`src/rtl/uart_pkg.sv`:
```
// uart_pkg: shared UART constants, receiver FSM encoding and baud divisor (also used by the transmitter).
package uart_pkg;
  localparam int UART_OVERSAMPLE = 16;
  typedef enum logic [2:0] {S_IDLE, S_START, S_DATA, S_STOP, S_BREAK} rx_state_e;
  // Rounded clocks per oversample tick, never below 1.
  function automatic int uart_div(input int clk_hz, input int baud);
    int d;
    d = (clk_hz + (UART_OVERSAMPLE / 2) * baud) / (UART_OVERSAMPLE * baud);
    return (d < 1) ? 1 : d;
  endfunction
endpackage

```
`src/rtl/m_uart_rx_fifo.sv`:
```
// m_uart_rx_fifo: valid/ready receive buffer; UART_RX_FIFO_EN selects a DEPTH-entry FWFT FIFO, else a single holding register.
module m_uart_rx_fifo #(
  parameter int DEPTH = 8
) (
  input  logic       clk,
  input  logic       rst,
  input  logic       i_push,
  input  logic [7:0] i_data,
  input  logic       i_pop,
  output logic [7:0] o_data,
  output logic       o_full,
  output logic       o_empty,
  output logic       o_overrun
);
  logic w_rd, w_wr;
  assign w_rd = i_pop & ~o_empty;
  assign w_wr = i_push & (~o_full | w_rd);
  always_ff @(posedge clk or posedge rst)
    if (rst) o_overrun <= 1'b0;
    else o_overrun <= i_push & ~w_wr;
`ifdef UART_RX_FIFO_EN
  localparam int AW = $clog2(DEPTH);
  logic [7:0] r_mem [DEPTH];
  logic [AW:0] r_wptr, r_rptr;
  assign o_empty = r_wptr == r_rptr;
  assign o_full  = r_wptr == {~r_rptr[AW], r_rptr[AW-1:0]};
  assign o_data  = r_mem[r_rptr[AW-1:0]];
  always_ff @(posedge clk or posedge rst)
    if (rst) begin
      r_wptr <= '0;
      r_rptr <= '0;
      r_mem  <= '{default: '0};
    end else begin
      if (w_wr) begin
        r_mem[r_wptr[AW-1:0]] <= i_data;
        r_wptr <= r_wptr + 1'b1;
      end
      if (w_rd) r_rptr <= r_rptr + 1'b1;
    end
`else
  logic [7:0] r_data;
  logic r_valid;
  logic w_unused_depth;
  assign w_unused_depth = ^DEPTH;
  assign o_data  = r_data;
  assign o_full  = r_valid;
  assign o_empty = ~r_valid;
  always_ff @(posedge clk or posedge rst)
    if (rst) begin
      r_data  <= '0;
      r_valid <= 1'b0;
    end else begin
      r_valid <= w_wr | (r_valid & ~w_rd);
      if (w_wr) r_data <= i_data;
    end
`endif
endmodule

```
`src/rtl/m_uart_rx.sv`:
```
// m_uart_rx: 8N1 UART receiver with 16x oversampling and a valid/ready output buffer.
// Define UART_RX_FIFO_EN for a FIFO_DEPTH-entry buffer; otherwise a single holding register is used.
module m_uart_rx
  import uart_pkg::*;
#(
  parameter int CLK_HZ     = 27000000,
  parameter int BAUD       = 115200,
  parameter int FIFO_DEPTH = 8
) (
  input  logic       clk,
  input  logic       rst,
  input  logic       i_rx,
  output logic [7:0] o_data,
  output logic       o_valid,
  input  logic       i_ready,
  output logic       o_frame_err,
  output logic       o_overrun
);
  localparam int DIV = uart_div(CLK_HZ, BAUD);
  localparam int DW  = (DIV > 1) ? $clog2(DIV) : 1;
  // [1:0] synchronizer, [2] previous synced level for falling-edge detect.
  logic [2:0] r_sync;
  rx_state_e r_state;
  logic [DW-1:0] r_div;
  logic [3:0] r_tcnt;
  logic [2:0] r_bit;
  logic [7:0] r_shift;
  logic w_rx, w_start, w_tick, w_stop_smp, w_push, w_empty, w_unused_full;
  assign w_rx       = r_sync[1];
  assign w_start    = (r_state == S_IDLE) & r_sync[2] & ~w_rx;
  assign w_tick     = r_div == DW'(DIV - 1);
  assign w_stop_smp = (r_state == S_STOP) & w_tick & (r_tcnt == 4'd15);
  assign w_push     = w_stop_smp & w_rx;
  assign o_valid    = ~w_empty;
  always_ff @(posedge clk or posedge rst)
    if (rst) r_sync <= 3'b111;
    else r_sync <= {r_sync[1:0], i_rx};
  // Free-running tick counter, re-phased to the start edge.
  always_ff @(posedge clk or posedge rst)
    if (rst) r_div <= '0;
    else r_div <= (w_start | w_tick) ? '0 : r_div + 1'b1;
  always_ff @(posedge clk or posedge rst)
    if (rst) begin
      r_state     <= S_IDLE;
      r_tcnt      <= '0;
      r_bit       <= '0;
      r_shift     <= '0;
      o_frame_err <= 1'b0;
    end else begin
      o_frame_err <= w_stop_smp & ~w_rx;
      case (r_state)
        S_IDLE:
          if (w_start) begin
            r_tcnt  <= '0;
            r_state <= S_START;
          end
        S_START:
          if (w_tick) begin
            r_tcnt <= r_tcnt + 1'b1;
            if (r_tcnt == 4'd7) begin
              r_tcnt  <= '0;
              r_bit   <= '0;
              r_state <= w_rx ? S_IDLE : S_DATA;
            end
          end
        S_DATA:
          if (w_tick) begin
            r_tcnt <= r_tcnt + 1'b1;
            if (r_tcnt == 4'd15) begin
              r_shift <= {w_rx, r_shift[7:1]};
              r_bit   <= r_bit + 1'b1;
              if (r_bit == 3'd7) r_state <= S_STOP;
            end
          end
        S_STOP:
          if (w_tick) begin
            r_tcnt <= r_tcnt + 1'b1;
            if (r_tcnt == 4'd15) r_state <= w_rx ? S_IDLE : S_BREAK;
          end
        S_BREAK: if (w_rx) r_state <= S_IDLE;
        default: r_state <= S_IDLE;
      endcase
    end
  m_uart_rx_fifo #(.DEPTH(FIFO_DEPTH)) u_fifo (
    .clk       (clk),
    .rst       (rst),
    .i_push    (w_push),
    .i_data    (r_shift),
    .i_pop     (i_ready),
    .o_data    (o_data),
    .o_full    (w_unused_full),
    .o_empty   (w_empty),
    .o_overrun (o_overrun)
  );
endmodule
```
`config.mk`:
```
export PLATFORM = sky130hd
export DESIGN_NAME = m_uart_rx
export DESIGN_NICKNAME = d
export VERILOG_FILES = /design/src/rtl/uart_pkg.sv /design/src/rtl/m_uart_rx_fifo.sv /design/src/rtl/m_uart_rx.sv
export SDC_FILE = /design/constraint.sdc
export NUM_CORES = 1
export LEC_CHECK = 0
export ABC_AREA = 1
export BUFFER_PORTS_ARGS = -buffer_cell sky130_fd_sc_hd__buf_4
export CAP_MARGIN = 15
export CORE_AREA = 4 4 59 61
export CTS_CLUSTER_DIAMETER = 150
export DETAILED_ROUTE_END_ITERATION = 16
export DIE_AREA = 0 0 63 65
export PLACE_DENSITY = 0.76
export SYNTH_ARGS = -nofsm -noshare
export SYNTH_HDL_FRONTEND = slang
export SYNTH_SLANG_ARGS = --single-unit
```
`constraint.sdc`:
```
create_clock -name clk -period 2.95 [get_ports clk]
set_input_delay 0.1475 -clock clk [delete_from_list [all_inputs] [get_ports clk]]
set_output_delay 0.1475 -clock clk [all_outputs]
set_load 0.1 [all_outputs]
```
==> impl_metrics.ini <==
[logic_synthesis]
synth.area.top_cells = dfrtp_1 47%, nand2_1 9.0%, o21ai_2 7.0%
synthCells = 180
yosys.area.top_type = dfrtp_1
synthArstFlopShare_pct = 100
seq_area_frac_synth_pct = 51.8
yosysWarnings = 0
synth_most_common_cell = nand2_1
synth_common_cells = 42 x nand2_1, 33 x dfrtp_1, 19 x inv_1
synth_fp_nets = 189
synthFlopType = dfrtp_1
avgSynthCellArea_um2 = 9.70
synth-edff-count = 0
synth_top_area_share_pct = 47.3
netlist_area_um2 = 1750
ys_ff_latch = 36
synth.distinct_cells = 27

[timing]
finalHoldViolCount = 0
whs_ps = 140
setup_viol = 0
fin_setup_tns_ps = 0
period_needed_ps = 1540
worst_pin_slew_ps = 435
slew_violations = 0
max_slew_margin_pct = 71.0
skew_ps = 6.35
period_share_pct = 52.4
rsz0062_at_grt = false
maxClockFrequency_mhz = 647

[critical_path]
critPathCaptureType = register
worstPathRequired_ps = 3190
crit_arrival_ps = 1780
startpoint_type = register
setup.worst_path.class = register to register
crit_fanout = 16

[cts]
cts_setup_buffers = 0
cts_tree = yes
htreeDepth = 2
path_clk_slew_ps = 100
cts_sinks = 36
cts_buffers = 5
clockBufferDepth = 2
cts.repair.resized = 0
cts-root-buf = clkbuf_4
hold_buffers = 2
clk_latency_ps = 350

[power]
finalPower_w = 0.00129
p_seq_share_pct = 50.3
switching_share_pct = 38.9
p_leak_nw = 0.990
p_sw_w = 0.000501
internal-power_w = 0.000787
pwr-share-clk_pct = 19.5
p_comb_share_pct = 30.2
p_per_area_nw_per_um2 = 662
ir_worst_vdd_uv = 450

[floorplanning]
rows = 20
die_h_um = 65
die_area_um2 = 4100
core_area_um2 = 2980
die_x_um = 63
io_pins = 15
start_util_pct = 58.7

[routing]
routed_wl_mm = 3.11
drc = 0
dr.pass1.iters = 4
vias = 1262
post_drt_wl_per_cell_um = 13.2
viasPerCell = 5.37
drt_iter0_drc = 65
ant_nets = 0

[final_layout]
area_growth_pct = 11.2
layout.nets = 210
diodes = 0
fin_cells = 235
drive_above_1_share_pct = 28.2

[global_route]
antenna_found_initial = 0
grt_pass1_vias = 1313
use_met1_pct = 20.7
grt_first_pass_wirelength_mm = 5.76
gr-usage-met2_pct = 30.4
grtUsageMet3_pct = 5.72
grt_use_total_pct = 18.1
grt_max_degree = 37
grt.busiest_layer = met2
grt_overflow = 0

[run]
maxCapViolations = 0

[place]
dp_hpwl_mm = 2.32
port_buffers = 14
dpl.cell_count = 225
gp_congestion = 0.802

[status]
status = complete, no violations

[min_path]
hold_path.class = primary input to register
-- placed cells by master, fill, tap and decap left out, types with 3 or more instances in the layout --
master    instances
o21ai_1           4
o21ai_2          14
o21ai_0           4
nand4_1           4
nor2_1           11
dfrtp_1          33
nand3_4           3
dfstp_2           3
nand2_2           5
buf_4            15
inv_1            19
nand3_1          12
clkbuf_4          5
inv_2             3
nand2_1          42
ha_1              5
-- routing by layer --
metal / vias up / share of wire, %
met2: 42 / 52
met5: - / 0
met3: 12 / 4.9
met4: 0 / 2.7
met1: 585 / 40
li1: 623 / -
-- critical path: stages (launching register included) --
cell     delay (ps)
dfrtp_1         430
inv_1            80
ha_1            200
nand3_4         150
nor2_8          160
nand3_4         220
nand2_1         140
o21ai_2          60
-- state kept, by name (all words and copies together), names as in the netlist --
signal and count:
r_state 3, r_div 4, u_fifo.o_overrun 1, r_sync 3, r_tcnt 4, r_bit 3
u_fifo.o_full 1, u_fifo.o_data 8, o_frame_err 1, r_shift 8
-- cell type report --
type / count / area (µm²)
timing repair buffer: 17 / 133
clock buffer: 7 / 45.0
sequential: 36 / 905
fill: 249 / 1030
tap: 33 / 41.3
inverter: 22 / 82.6
clock inverter: 1 / 5.00
multi-input combinational: 119 / 732
-- kinds of logic (layout without fill, tap and decap cells) --
kind of cell	Yosys count	after routing	synth area share (%)
and+or+nand+nor	87	87	26.8
DFF	36	36	51.8
buffers and inverters	25	47	6.30
AOI/OAI and AO/OA	24	24	10.0
adders and majority gates	5	5	3.58
xor gates and xnor gates	3	3	1.50
-- power by group through the flow --
stage               Combinational, W  Sequential, W  Clock [W]
floorplan                   0.000328       0.000624          0
global placement            0.000359       0.000647          0
detailed placement          0.000384       0.000656          0
CTS                         0.000389       0.000646   0.000258
global route                0.000445       0.000657   0.000285
finish                      0.000389       0.000648   0.000251
-- through the flow --
| stage | setup WS, ps | cell area, µm² | utilization (%) |
|---|---|---|---|
| 3_5_place_dp | 1410 | 1870 | 62.9 |
| 5_1_grt | 1290 | 1940 | 65.3 |
| 2_1_floorplan | 1260 | 1750 | - |
| 4_1_cts | 1390 | 1940 | 65.3 |
| 3_3_place_gp | 1500 | 1870 | 62.9 |
| 6_report | 1410 | 1940 | 65.3 |
-- final timing paths --
kind                                          start                           end  slack, ps  cells past startpoint
worst min-delay path                        i_ready    u_fifo.o_overrun$_DFF_PP0_        140                      4
worst max-delay path             r_div[0]$_DFF_PP0_  u_fifo.o_data[6]$_DFFE_PP0P_       1410                      7
min in group asynchronous                       rst        r_shift[5]$_DFFE_PP0P_        460                      4
max in group asynchronous                       rst           r_sync[2]$_DFF_PP1_       2160                      4
worst max register to register   r_div[0]$_DFF_PP0_  u_fifo.o_data[6]$_DFFE_PP0P_       1410                      7
worst min register to register  r_sync[0]$_DFF_PP1_           r_sync[1]$_DFF_PP1_        370                      0
Note: power is estimated with default switching activity, not from simulation.
